===== src/rtl/usb_cdc_loopback_mc.sv =====
// Multi-channel usb_cdc loopback: per-channel FWFT FIFO with echo/increment/sink/hold
// transforms on write, occupancy reporting and a stretched activity LED.
module usb_cdc_loopback_mc #(
  parameter int unsigned CHANNELS   = 1,
  parameter int unsigned DEPTH      = 16,
  parameter int unsigned ACT_CYCLES = 1600000
) (
  input  logic                                     clk_i,
  input  logic                                     rst_i,
  input  logic [8*CHANNELS-1:0]                    rx_data_i,
  input  logic [CHANNELS-1:0]                      rx_valid_i,
  output logic [CHANNELS-1:0]                      rx_ready_o,
  output logic [8*CHANNELS-1:0]                    tx_data_o,
  output logic [CHANNELS-1:0]                      tx_valid_o,
  input  logic [CHANNELS-1:0]                      tx_ready_i,
  input  logic [2*CHANNELS-1:0]                    mode_i,
  output logic [CHANNELS*($clog2(DEPTH)+1)-1:0]    level_o,
  output logic                                     led_o
);

  localparam int unsigned AW = $clog2(DEPTH);
  localparam int unsigned LW = AW + 1;
  localparam int unsigned CW = $clog2(ACT_CYCLES) + 1;

  localparam logic [1:0] MODE_ECHO = 2'd0;
  localparam logic [1:0] MODE_INC  = 2'd1;
  localparam logic [1:0] MODE_SINK = 2'd2;
  localparam logic [1:0] MODE_HOLD = 2'd3;

  logic [CHANNELS-1:0] rx_hs;
  logic [CHANNELS-1:0] tx_hs;

  for (genvar c = 0; c < CHANNELS; c++) begin : g_ch
    logic [7:0]    mem [DEPTH];
    logic [AW-1:0] wr_ptr;
    logic [AW-1:0] rd_ptr;
    logic [LW-1:0] count;
    logic [1:0]    mode;
    logic [7:0]    rx_byte;
    logic [7:0]    wr_byte;
    logic          full;
    logic          empty;
    logic          wr_en;

    assign mode    = mode_i[2*c +: 2];
    assign rx_byte = rx_data_i[8*c +: 8];
    assign full    = (count == LW'(DEPTH));
    assign empty   = (count == '0);

    // Sink always accepts; hold keeps filling but never offers data.
    assign rx_ready_o[c]       = (mode == MODE_SINK) || !full;
    assign tx_valid_o[c]       = !empty && (mode != MODE_HOLD);
    assign tx_data_o[8*c +: 8] = empty ? 8'h00 : mem[rd_ptr];
    assign level_o[LW*c +: LW] = count;

    assign rx_hs[c] = rx_valid_i[c] && rx_ready_o[c];
    assign tx_hs[c] = tx_valid_o[c] && tx_ready_i[c];
    assign wr_en    = rx_hs[c] && (mode != MODE_SINK);
    assign wr_byte  = (mode == MODE_INC) ? rx_byte + 8'd1 : rx_byte;

    always_ff @(posedge clk_i) begin
      if (wr_en) mem[wr_ptr] <= wr_byte;
    end

    always_ff @(posedge clk_i or posedge rst_i) begin
      if (rst_i) begin
        wr_ptr <= '0;
        rd_ptr <= '0;
        count  <= '0;
      end else begin
        if (wr_en) wr_ptr <= wr_ptr + AW'(1);
        if (tx_hs[c]) rd_ptr <= rd_ptr + AW'(1);
        count <= count + LW'(wr_en) - LW'(tx_hs[c]);
      end
    end
  end

  logic [CW-1:0] act_cnt;

  // LED stays lit for ACT_CYCLES cycles after the most recent handshake.
  always_ff @(posedge clk_i or posedge rst_i) begin
    if (rst_i) begin
      act_cnt <= '0;
      led_o   <= 1'b0;
    end else if (|rx_hs || |tx_hs) begin
      act_cnt <= CW'(ACT_CYCLES - 1);
      led_o   <= 1'b1;
    end else begin
      led_o <= (act_cnt != '0);
      if (act_cnt != '0) act_cnt <= act_cnt - CW'(1);
    end
  end

endmodule


===== config.mk =====
export PLATFORM = sky130hd
export DESIGN_NAME = usb_cdc_loopback_mc
export DESIGN_NICKNAME = d
export VERILOG_FILES = /design/src/rtl/usb_cdc_loopback_mc.sv
export SDC_FILE = /design/constraint.sdc
export NUM_CORES = 1
export LEC_CHECK = 0
export ABC_AREA = 1
export CAP_MARGIN = 20
export CORE_ASPECT_RATIO = 1.25
export CORE_MARGIN = 2
export CORE_UTILIZATION = 65
export DETAILED_ROUTE_END_ITERATION = 16
export DONT_BUFFER_PORTS = 1
export GPL_TIMING_DRIVEN = 0
export MAX_ROUTING_LAYER = met4
export PLACE_DENSITY = 0.81
export SYNTH_ARGS = -nofsm -noshare
export SYNTH_HDL_FRONTEND = slang
export SYNTH_SLANG_ARGS = --single-unit

===== constraint.sdc =====
create_clock -name clk_i -period 3.3 [get_ports clk_i]
set_input_delay 0.33 -clock clk_i [delete_from_list [all_inputs] [get_ports clk_i]]
set_output_delay 0.33 -clock clk_i [all_outputs]
set_load 0.01 [all_outputs]

**Word level (Yosys, flattened, before mapping)**

Memory sizes are Yosys's and may differ from the RTL's.
Index checks and enable logic that the tools add are counted.

- Register bits: 36
- Bits in latches: 0
- Memory bits (writable): 128
- Bits in read-only memories: 0
- Bits of input ports: 14
- Output and inout port bits: 16
- Logic and storage cells: 35
- Memories: 1

- Add/subtract/negate cells: 6
- Multipliers: 0
- Div/mod/pow operators: 0
- Magnitude comparators: 0
- Equal/unequal tests: 5
- Shifts and indexed selects: 0
- Mux-type cells: 7
- Bitwise gates (word level): 0
- Reductions and logical operators: 11

Memory list:

| name | words | width | rd ports | clocked after Yosys merged registers in | wr ports | line | RTL |
|---|---|---|---|---|---|---|---|
| g_ch[0].mem | 16 | 8 | 1 | 0 | 1 | 34 | `logic [7:0] mem [DEPTH];` |

Operators with widths:

| cell | number |
|---|---|
| $mux W22 | 2 |
| $reduce_bool A22 Y1 | 1 |
| $sub A22 B1 Y22 const B | 1 |
| $mux W8 | 2 |
| $add A4 B1 Y4 const B | 2 |
| $add A8 B1 Y8 const B | 1 |
| $add A5 B1 Y5 | 1 |
| $eq A5 B5 Y1 const B | 1 |
| $logic_not A5 Y1 | 1 |
| $sub A5 B1 Y5 | 1 |
| $logic_and A1 B1 Y1 | 4 |
| $ne A2 B2 Y1 const B | 2 |
| $mux W1 | 3 |
| $eq A2 B1 Y1 const B | 1 |
| $eq A2 B2 Y1 const B | 1 |
| $logic_not A1 Y1 | 2 |
| $logic_or A1 B1 Y1 | 2 |
| $reduce_bool A2 Y1 | 1 |

**Longest topological paths before layout**

Gate-level depths: netlist of the first run.

- Word-level depth: 7
- Mapped depth: 12
- Gate-level depth less buffers: 12

**Least setup slack after synthesis of the first run**

OpenSTA, ideal clock, no wires.

- Path kind: reg2reg
- Start point: reg g_ch[0].count[2], in the netlist level_o[2]
- End point: reg g_ch[0].count[4], in the netlist level_o[4]
- Library setup time: 0.079 ns
- Arrival: 2.251 ns
- Required time: 3.221 ns
- Slack: 0.970 ns
- Cell stages (with the launch flop): 13
- Path buffers: 0
- Clock period less this slack: 2.330 ns
- Path through: dfrtp_1 > inv_1 > ha_1 > nor3b_2 > nand2_1 > nand3_1 > ha_1 > inv_1 > ha_1 > inv_1 > fa_1 > o21ai_0 > xor2_1

- Longest elaborated chain between the ends: 7
- Elaborated cells on any way between the ends: 11
- Classes of those cells: add/sub: 2; eq/ne: 1; reduce/logical: 8

Ends and longest elaborated chain:

| element | line | RTL |
|---|---|---|
| start: declaration | 37 | `logic [LW-1:0] count;` |
| start signal: assignment | 73 | `count <= count + LW'(wr_en) - LW'(tx_hs[c]);` |
| $eq A5 B5 Y1 | 47 | `assign full = (count == LW'(DEPTH));` |
| $logic_not A1 Y1 | 51 | `assign rx_ready_o[c] = (mode == MODE_SINK) \|\| !full;` |
| $logic_or A1 B1 Y1 | 51 |  |
| $logic_and A1 B1 Y1 | 56 | `assign rx_hs[c] = rx_valid_i[c] && rx_ready_o[c];` |
| $logic_and A1 B1 Y1 | 58 | `assign wr_en = rx_hs[c] && (mode != MODE_SINK);` |
| $add A5 B1 Y5 | 73 |  |
| $sub A5 B1 Y5 * | 73 |  |

Mark *: on every way between the ends. The rest lies on a longest branch, timed or not.
A chain may end at the register's enable or synchronous reset.

**Final worst setup path of the first run**

- Start point: reg g_ch[0].count[2], in the netlist level_o[2]
- End point: reg g_ch[0].count[4], in the netlist level_o[4]

- Elaborated cells on any way between the ends: 11
- Classes of those cells: add/sub: 2; eq/ne: 1; reduce/logical: 8

RTL lines:

| element | line | RTL |
|---|---|---|
| $logic_not A5 Y1 | 48 | `assign empty = (count == '0);` |
| $logic_not A1 Y1 | 52 | `assign tx_valid_o[c] = !empty && (mode != MODE_HOLD);` |
| $logic_and A1 B1 Y1 | 52 |  |
| $logic_and A1 B1 Y1 | 57 | `assign tx_hs[c] = tx_valid_o[c] && tx_ready_i[c];` |
| via tx_hs | 31 | `logic [CHANNELS-1:0] tx_hs;` |
| $sub A5 B1 Y5 | 73 |  |

The timed path passes the listed nets, and every way through them passes these cells.

==> results of run 1 <==
-- layout make-up --
| cell class | instances | area (um2) | share of cell area [%] |
|---|---|---|---|
| clock inverter | 13 | 128 | 1.51 |
| tap | 138 | 173 | 2.05 |
| inverter | 56 | 211 | 2.51 |
| multi-input combinational | 500 | 2470 | 29.4 |
| sequential | 164 | 4740 | 56.3 |
| clock buffer | 19 | 453 | 5.37 |
| buffer | 28 | 169 | 2.00 |
| timing repair buffer | 7 | 75.1 | 0.891 |
-- power groups by stage --
stage                     clock (mW)  combinational, mW  sequential, mW
after global routing            2.00               2.48            2.60
final                           1.92               2.27            2.58
after detailed placement           0               2.19            2.62
after CTS                       1.91               2.23            2.58
after global placement             0               2.08            2.61
after floorplan                    0               1.57            2.59
-- worst max path at each step --
| stage | start | slack (ns) | to | depth (start not counted) |
|---|---|---|---|---|
| 2_1_floorplan | level_o[2] | 0.97 | level_o[4] | 12 |
| 5_1_grt | level_o[3] | 0.26 | level_o[4] | 12 |
| 3_5_place_dp | level_o[3] | 0.48 | level_o[4] | 12 |
| 4_1_cts | level_o[3] | 0.41 | level_o[4] | 12 |
| 3_3_place_gp | level_o[2] | 0.59 | level_o[4] | 12 |
| 6_report | level_o[2] | 0.38 | level_o[4] | 12 |
-- critical path: stages (launching register included) --
cell     delay [ns]
dfrtp_1        0.44
inv_1          0.09
ha_1           0.22
nand3_1        0.21
nand3_2        0.24
inv_1          0.25
ha_1           0.27
inv_1          0.07
ha_1           0.18
inv_1          0.06
fa_1           0.39
o21ai_0        0.22
xor2_1         0.20
-- repair_timing --
item                      in CTS  in global routing
setup buffers                  0                  0
hold buffers                   1                  0
hold endpoints to repair      19                  0
resized for setup              0                  0
-- flip-flops by register name, summed over array words and instances (netlist names) --
name	flops
g_ch.rd_ptr	4
level_o	5
led_o	1
g_ch.wr_ptr	4
act_cnt	22
g_ch.mem	128
-- cells in the mapped netlist, types with 2 or more instances --
master    count
buf_4         7
nand4_1       4
o21ai_1       2
xor2_1       12
nand3_1     121
buf_1         3
nor2_4        3
nand2_2       4
o21ai_0      10
nor2_2        7
ha_1         13
xnor2_1       6
dfrtp_1      36
o211ai_1      3
nand2_1     223
edfxtp_1    128
nor3_1        3
buf_6         3
buf_2        12
a21oi_1      21
nor2_1       54
inv_1        53
nor3_2        3
nand3_2       2
clkbuf_1      3
-- per-layer routing --
layer  track usage, %  vias to the layer above
li1                 -                     2562
met2             51.6                      290
met3             6.96                       41
met5                -                        -
met1             37.0                     2647
met4             11.6                        0
-- cells by family (layout without fill, tap and decap cells) --
logic type,after synthesis,after routing,synth area share (%)
AO/OA/AOI/OAI,37,37,2.56
AND/OR/NAND/NOR,430,430,25.2
multiplexers,1,1,0.148
adder cells (fa/ha/maj),14,14,2.41
XOR/XNOR,18,18,2.08
flip-flops,164,164,62.6
buffers and inverters,84,123,5.02
-- stage by stage --
step           setup slack, ns  hold slack [ns]  instance area [um2]
2_1_floorplan            0.970            0.452                 7580
3_3_place_gp             0.592            0.471                 7760
3_5_place_dp             0.476            0.432                 7840
4_1_cts                  0.405            0.181                 8430
5_1_grt                  0.260            0.202                 8430
6_report                 0.375            0.188                 8430
==> run metrics, run 1 <==
Avg WL per Cell between 15 and 20 um; total power about 6.8 mW; antenna-violating nets left 0; vias after detailed routing 5540; pwr/cell area 803 mW/mm2; clock network fraction of design power 28.4%; crit-path max FO 4; Post-synth EDFFs roughly 130; CTS buffer count 17; top layer in use met4; WS Path Type register to register; Max Buffers Root-to-Sink 2; Max Slew Vio Count 0; number of fillers in the final layout 764; Worst R2R Setup Slack 0.38 ns; Buffers on Ports 0; CTS root buf clkbuf_16; outcome finished, final reports clean; clock-pin slew on the worst setup and hold paths 0.06 ns; Pint 4.22 mW; Leak 3.35 nW; post-synth cell types 37; commonest non-fill, non-tap cell in the layout nand2_1; synth top area cells edfxtp_1 51%, dfrtp_1 12%, nand2_1 11%, nand3_1 8.0%, nor2_1 2.7%; RSZ-0062 raised after global routing false; Net Sw Power 2.55 mW; n_diodes 0; post-synth top area share 50.7%; worst r2r src level_o[2]; CTS tree done; clk_skew 0.00885 ns; worst-case vdd ir drop 0.489 mV; die area ~0.013 mm2; hpwl dp 12500 um; Synth Net Count slightly below 800; crit start category register; Layout area overhead 11.1%; final setup violation count 0; Least-Margin Pin Slew 1.01 ns; layout cell share with drive strength beyond 1 around 11%; worst hold start rx_valid_i; Seq pwr share 38.1%; Layout Cells excl Fill 925; switching fraction of total power 37.7%; fin nets 802; DR iter-0 viols about 470; CTS sink count ~160; initial antenna violation count 0; register area share after synthesis 62.6%; WHS Path Cells 4; Final Util 73.2%; Starting Density approximately two thirds; met2 WL around 9500 um; fmax roughly 0.34 GHz; CP Capture Type register; hold path endpoint led_o; Yosys top cell by area edfxtp_1; worst-case reg-to-reg path depth 12; number of core rows 44; later-pin clock latency in the skew report ~0.43 ns; # DRC 0; total routed wirelength about 18000 um; metal3 WL 1440 um; RePlAce Congestion 0.909; Ports 30; largest net degree at the start of global routing 21; Fin. Hold Viols 0; Placeable Area 0.0115 mm2; Synth Warn # 0; arrival time worst endpoint 3.27 ns; ys flop type edfxtp_1; CP required between 3 and 4 ns; global-route wire length before repair ~28000 um; max-cap violation count 0; Placed Cells between 800 and 900; routed vias/inst 5.99; Synth Register Bits ~160; Total GRT Usage 31.1%; vias in the first global route 5441; Final period util 88.6%; Gate power share between 30% and 40%; first-pass iteration count of the detailed router 5; commonest cells after routing, fill and taps aside 223 x nand2_1, 128 x edfxtp_1, 121 x nand3_1, 54 x nor2_1, 53 x inv_1; Synth async-reset ratio 22.0%; capturing point of the worst reg2reg path level_o[4]; Post-Route M1 WL 6520 um; Die Span Y 125 um; fin crit period 2.92 ns; H-tree depth 4; Setup TNS Final 0 ns; Syn Std Cell Area 0.00758 mm2; Cells after Synth 748; Avg Cell Area, Syn a little over 10 um2; worst hold path type input port to register; Rel. slew slack between 30% and 40%; Die Width 101 um; GRT Residual Overflow 0
(Power assumes the default switching activity.)
==> run 2: changes to the inputs <==
Settings changed: REMOVE_ABC_BUFFERS set to 1.
==> run 2 against run 1 <==
Clock-buffer cell count did not move. Final cell count fell by 2.6%. Sequential share of layout area rose by 0.51 points. Critical endpoint is now tx_data_o[1].
==> run metrics, run 2 (same netlist as run 1, synthesis figures left out) <==
vias after detailed routing 5437 (-1.9%); GRT Residual Overflow 0 (unchanged); pwr/cell area 808 mW/mm2 (+0.60%); WS Path Type register to primary output; clk_skew 0.00515 ns (-0.00371 ns); later-pin clock latency in the skew report 0.42 ns (about the same); outcome finished, final reports clean; worst-case reg-to-reg path depth 12 (unchanged); number of core rows 44 (unchanged); WHS 0.186 ns (-0.00208 ns); routed vias/inst 6.03 (+0.75%); Die Span Y 125 um (unchanged); CTS sink count 164 (unchanged); global-route wire length before repair 26800 um (-4.7%); WHS Path Cells 2 (-2); worst hold path type input port to register; CP Capture Type primary output; crit-path max FO 65 (+61); Setup TNS Final 0 ns (unchanged); crit start category register; final setup violation count 0 (unchanged); fin crit period 3.04 ns (+0.120 ns); multi-input logic area 0.00247 mm2 (-0.30%); Register Area 0.00475 mm2 (about the same); Starting Density 65.9% (unchanged); Leak 3.30 nW (-1.6%); Max Slew Vio Count 0 (unchanged); total routed wirelength 16600 um (-7.8%); antenna-violating nets left 0 (unchanged); Placeable Area 0.0115 mm2 (unchanged); fmax 0.328 GHz (-3.9%); number of fillers in the final layout 739 (-3.3%); total power 6.75 mW (-0.28%); RSZ-0062 raised after global routing false; clock-pin slew on the worst setup and hold paths 0.06 ns (about the same); placed instance area 0.00771 mm2 (-1.6%); Ports 30 (unchanged); CTS root buf clkbuf_16; CP required 2.97 ns (-0.67 ns); hold path endpoint g_ch[0].rd_ptr[0]; capturing point of the worst reg2reg path level_o[4]; Avg WL per Cell 18.4 um (-5.3%); worst setup path start g_ch[0].rd_ptr[0]; H-tree depth 4 (unchanged); die area 0.0126 mm2 (unchanged); arrival time worst endpoint 2.71 ns (-0.56 ns); CTS buffer count 17 (unchanged); # DRC 0 (unchanged); CTS tree done; fin nets 778 (-3.0%); worst-case vdd ir drop 0.543 mV (+11%); Least-Margin Pin Slew 0.997 ns (-0.0127 ns); Total GRT Usage 29.1% (-2.1 points); worst r2r src level_o[2]; commonest non-fill, non-tap cell in the layout nand2_1; worst hold start tx_ready_i; vias in the first global route 5464 (+0.42%); Rel. slew slack 33.2% (+0.58 points); layout cell share with drive strength beyond 1 8.39% (-2.9 points); Final Util 72.6% (-0.64 points); Largest register FFs 128 (unchanged); hpwl dp 10500 um (-17%); Die Width 101 um (unchanged); Final period util 92.3% (+3.6 points); Max Buffers Root-to-Sink 2 (unchanged); max-cap violation count 0 (unchanged); Fin. Hold Viols 0 (unchanged); RePlAce Congestion 0.886 (-2.5%); first-pass iteration count of the detailed router 5 (unchanged); n_diodes 0 (unchanged); commonest cells after routing, fill and taps aside 223 x nand2_1, 128 x edfxtp_1, 121 x nand3_1, 54 x nor2_1, 53 x inv_1; design area 0.00835 mm2 (-0.88%); largest net degree at the start of global routing 66 (+210%); DR iter-0 viols 617 (+32%); initial antenna violation count 0 (unchanged); Worst R2R Setup Slack 0.41 ns (+0.03 ns); Buffers on Ports 0 (unchanged); Layout area overhead 10.1%; largest reg by FF count g_ch.mem
## run 2: cell count changes in the layout (fill, tap and decap cells not counted), sizes merged
cell and delta:
bufinv +3, clkinv +2, buf -21, inv -2, clkinvlp -3, clkbuf -3
## run 2: area by class of cell
class / count / share of cell area, %
flip-flops and latches: 164 / 56.8
multi-input cells: 500 / 29.5
clock buffers: 19 / 5.18
inverters: 56 / 2.56
well taps: 138 / 2.07
clock inverters: 13 / 1.96
repair buffers: 11 / 1.89
## run 2: worst max-delay path by stage
stage	endpoint	slack (ns)	depth (start not counted)
after floorplan	tx_data_o[1]	0.49	7
after detailed placement	tx_data_o[4]	0.39	8
after global routing	tx_data_o[2]	0.09	8
after global placement	tx_data_o[6]	-0.70	7
after CTS	tx_data_o[1]	0.02	6
final	tx_data_o[1]	0.26	8
## run 2: timing repair
| item | 4_1_cts | 5_1_grt |
|---|---|---|
| endpoints found under the setup margin | 7 | 0 |
| hold buffers | 1 | 0 |
| setup buffers | 0 | 0 |
| resized for setup | 1 | 0 |
| endpoints found under the hold margin | 13 | 0 |
## run 2: critical path, stage by stage (launching register included)
cell and delay (ns):
dfrtp_2 0.60, buf_12 0.27, inv_4 0.50, nand2_1 0.12
nand3_1 0.12, nand3_1 0.09, nand2_1 0.15, nand2_1 0.07
a21oi_1 0.34
## run 2: metrics by stage
step	setup WS [ns]	instances
6_report	0.255	901
2_1_floorplan	0.491	720
4_1_cts	0.0230	899
5_1_grt	0.0912	901
3_5_place_dp	0.387	866
3_3_place_gp	-0.696	858
## run 2: report_power, final
group,switching (mW),internal [mW]
clock,0.760,1.25
combinational,1.37,0.649
sequential,0.269,2.45
## run 2: per-layer routing
layer | part of all wire (%) | GRT usage (%) | up-vias
met3 | 9.2 | 7.07 | 39
met5 | 0 | - | -
li1 | - | - | 2513
met2 | 51 | 45.1 | 303
met1 | 38 | 37.8 | 2582
met4 | 2.2 | 9.83 | 0
==> run 3: changes to the inputs <==
Settings changed: SLEW_MARGIN set to 20.
==> run 3 against run 2 <==
Non-clock buffer count decreased by 8. Fmax fell by 0.55%. First-iteration DRC count decreased by 12%. Wire length down 0.49%. Clock skew rose by 0.0021 ns. Total power decreased by 3.0%. Hold slack lost 0.024 ns. Global-route usage fell by 0.42 points. Die area is the same. Clock power fell by 7%. Register-to-register slack better by 0.08 ns. Critical path type unchanged. Highest routed layer unchanged.
==> run metrics, run 3 (same netlist as run 1, synthesis figures left out) <==
Die Span Y 125 um (unchanged); GR peak layer met2; WP buf/inv 2 (unchanged); DR iter-0 viols 543 (-12%); CTS buffer count 17 (unchanged); commonest cells after routing, fill and taps aside 223 x nand2_1, 128 x edfxtp_1, 121 x nand3_1, 54 x nor2_1, 51 x inv_1; Pint 4.16 mW (-4.2%); Leak 3.24 nW (-1.8%); WS Path Type register to primary output; commonest non-fill, non-tap cell in the layout nand2_1; Total GRT Usage 28.6% (-0.42 points); setup bufs post-CTS 0 (unchanged); clock-pin slew on the worst setup and hold paths 0.06 ns (about the same); Setup TNS Final 0 ns (unchanged); crit-path max cell delay 0.60 ns (about the same); CTS root buf clkbuf_16; initial antenna violation count 0 (unchanged); Die Width 101 um (unchanged); grt met3 use 6.57% (-0.51 points); Seq pwr share 42.1% (+1.8 points); met1 usage 37.1% (-0.70 points); arrival time worst endpoint 2.73 ns (+0.02 ns); WHS Path Cells 2 (unchanged); design area 0.00825 mm2 (-1.3%); Avg WL per Cell 18.4 um (+0.29%); CP Capture Type primary output; crit start category register; clock network fraction of design power 28.6% (-1.2 points); later-pin clock latency in the skew report 0.43 ns (about the same); worst setup path start g_ch[0].rd_ptr[0]; Gate power share 29.2% (-0.8 points); Placeable Area 0.0115 mm2 (unchanged); global-route wire length before repair 26400 um (-1.5%); max-cap violation count 0 (unchanged); CTS sink count 164 (unchanged); capturing point of the worst reg2reg path level_o[4]; vias after detailed routing 5375 (-1.1%); Critical Path Most Common Cell nand2_1; fin crit period 3.06 ns (+0.0170 ns); hpwl dp 10100 um (-3.3%); critical path's slowest cell dfrtp_2; Rel. slew slack 36.0% (+2.8 points); worst hold start tx_ready_i; antenna-violating nets left 0 (unchanged); worst-case reg-to-reg path depth 12 (unchanged); final worst setup slack 0.238 ns (-0.0170 ns); Net Sw Power 2.38 mW (-0.91%); number of core rows 44 (unchanged); placed instance area 0.00767 mm2 (-0.55%); Fin. Hold Viols 0 (unchanged); clk_skew 0.00726 ns (+0.00211 ns); vias in the first global route 5307 (-2.9%); RePlAce Congestion 0.886 (unchanged); Max Slew Vio Count 0 (unchanged); fmax 0.327 GHz (-0.55%); CP required 2.97 ns (about the same); largest net degree at the start of global routing 66 (unchanged); total routed wirelength 16500 um (-0.49%); Starting Density 65.9% (unchanged); worst r2r src level_o[2]; outcome finished, final reports clean; total power 6.54 mW (-3.0%); post-place setup slack 0.394 ns (+0.00760 ns); pwr/cell area 793 mW/mm2 (-1.8%); number of fillers in the final layout 751 (+1.6%); n_diodes 0 (unchanged); first-pass iteration count of the detailed router 8 (+3); fin nets 771 (-0.90%); # DRC 0 (unchanged); largest reg by FF count g_ch.mem; Ports 30 (unchanged); crit-path leading delay family buffers and inverters; layout cell share with drive strength beyond 1 8.47% (+0.078 points); cells along the critical path buf_12, inv_4, nand2_1, nand3_1, nand3_1, nand2_1, nand2_1, a21oi_1; GRT Residual Overflow 0 (unchanged); worst hold path type input port to register; hold path endpoint g_ch[0].rd_ptr[0]; Layout area overhead 8.76%; M2 GR Usage 45.6% (+0.51 points); Worst R2R Setup Slack 0.49 ns (+0.08 ns); Final period util 92.8% (+0.51 points); Least-Margin Pin Slew 0.955 ns (-0.0417 ns); final setup violation count 0 (unchanged); worst-case vdd ir drop 0.619 mV (+14%); RSZ-0062 raised after global routing false; H-tree depth 4 (unchanged); routed vias/inst 6.01 (-0.37%); crit-path max FO 65 (unchanged); Largest register FFs 128 (unchanged); switching fraction of total power 36.4% (+0.78 points); CTS tree done; Buffers on Ports 0 (unchanged); Max Buffers Root-to-Sink 2 (unchanged); die area 0.0126 mm2 (unchanged)
## run 3: layer usage
metal  part of all wire [%]  wire, um
met1                     38      6190
met2                     52      8540
met3                    9.1      1510
met4                    1.5       244
met5                      0         0
## run 3: power groups by stage
| stage | Combinational, mW | Clock (mW) | Sequential, mW |
|---|---|---|---|
| 5_1_grt | 2.16 | 1.95 | 2.78 |
| 2_1_floorplan | 1.30 | 0 | 2.73 |
| 3_5_place_dp | 1.85 | 0 | 2.78 |
| 4_1_cts | 1.90 | 1.87 | 2.75 |
| 3_3_place_gp | 1.69 | 0 | 2.83 |
| 6_report | 1.91 | 1.87 | 2.76 |
## run 3: cell type report
class	instances	area [um2]	share of cell area, %
clock buffers	25	465	5.64
multi-input cells	500	2510	30.4
inverters	56	218	2.64
flip-flops and latches	164	4750	57.6
well taps	138	173	2.09
repair buffers	3	41.3	0.501
repair inverters	1	7.51	0.0910
clock inverters	7	82.6	1.00
## run 3: timing repair
| action | 4_1_cts | 5_1_grt |
|---|---|---|
| gates cloned | 1 | 0 |
| endpoints found under the hold margin | 36 | 0 |
| hold buffers | 1 | 0 |
| gates resized for setup | 3 | 1 |
| setup endpoints to repair | 6 | 1 |
## run 3: metrics by stage
stage | std cells | hold slack [ns] | util, %
2_1_floorplan | 720 | 0.452 | -
3_3_place_gp | 858 | 0.468 | 65.9
3_5_place_dp | 860 | 0.404 | 66.6
4_1_cts | 894 | 0.148 | 71.6
5_1_grt | 894 | 0.166 | 71.7
6_report | 894 | 0.162 | 71.7
## run 3: worst max path at each step
stage | endpoint | slack (ns) | depth (start not counted)
6_report | tx_data_o[1] | 0.24 | 8
5_1_grt | tx_data_o[1] | 0.08 | 8
4_1_cts | tx_data_o[1] | 0.16 | 6
3_5_place_dp | tx_data_o[1] | 0.39 | 8
3_3_place_gp | tx_data_o[6] | -0.70 | 7
2_1_floorplan | tx_data_o[1] | 0.49 | 7
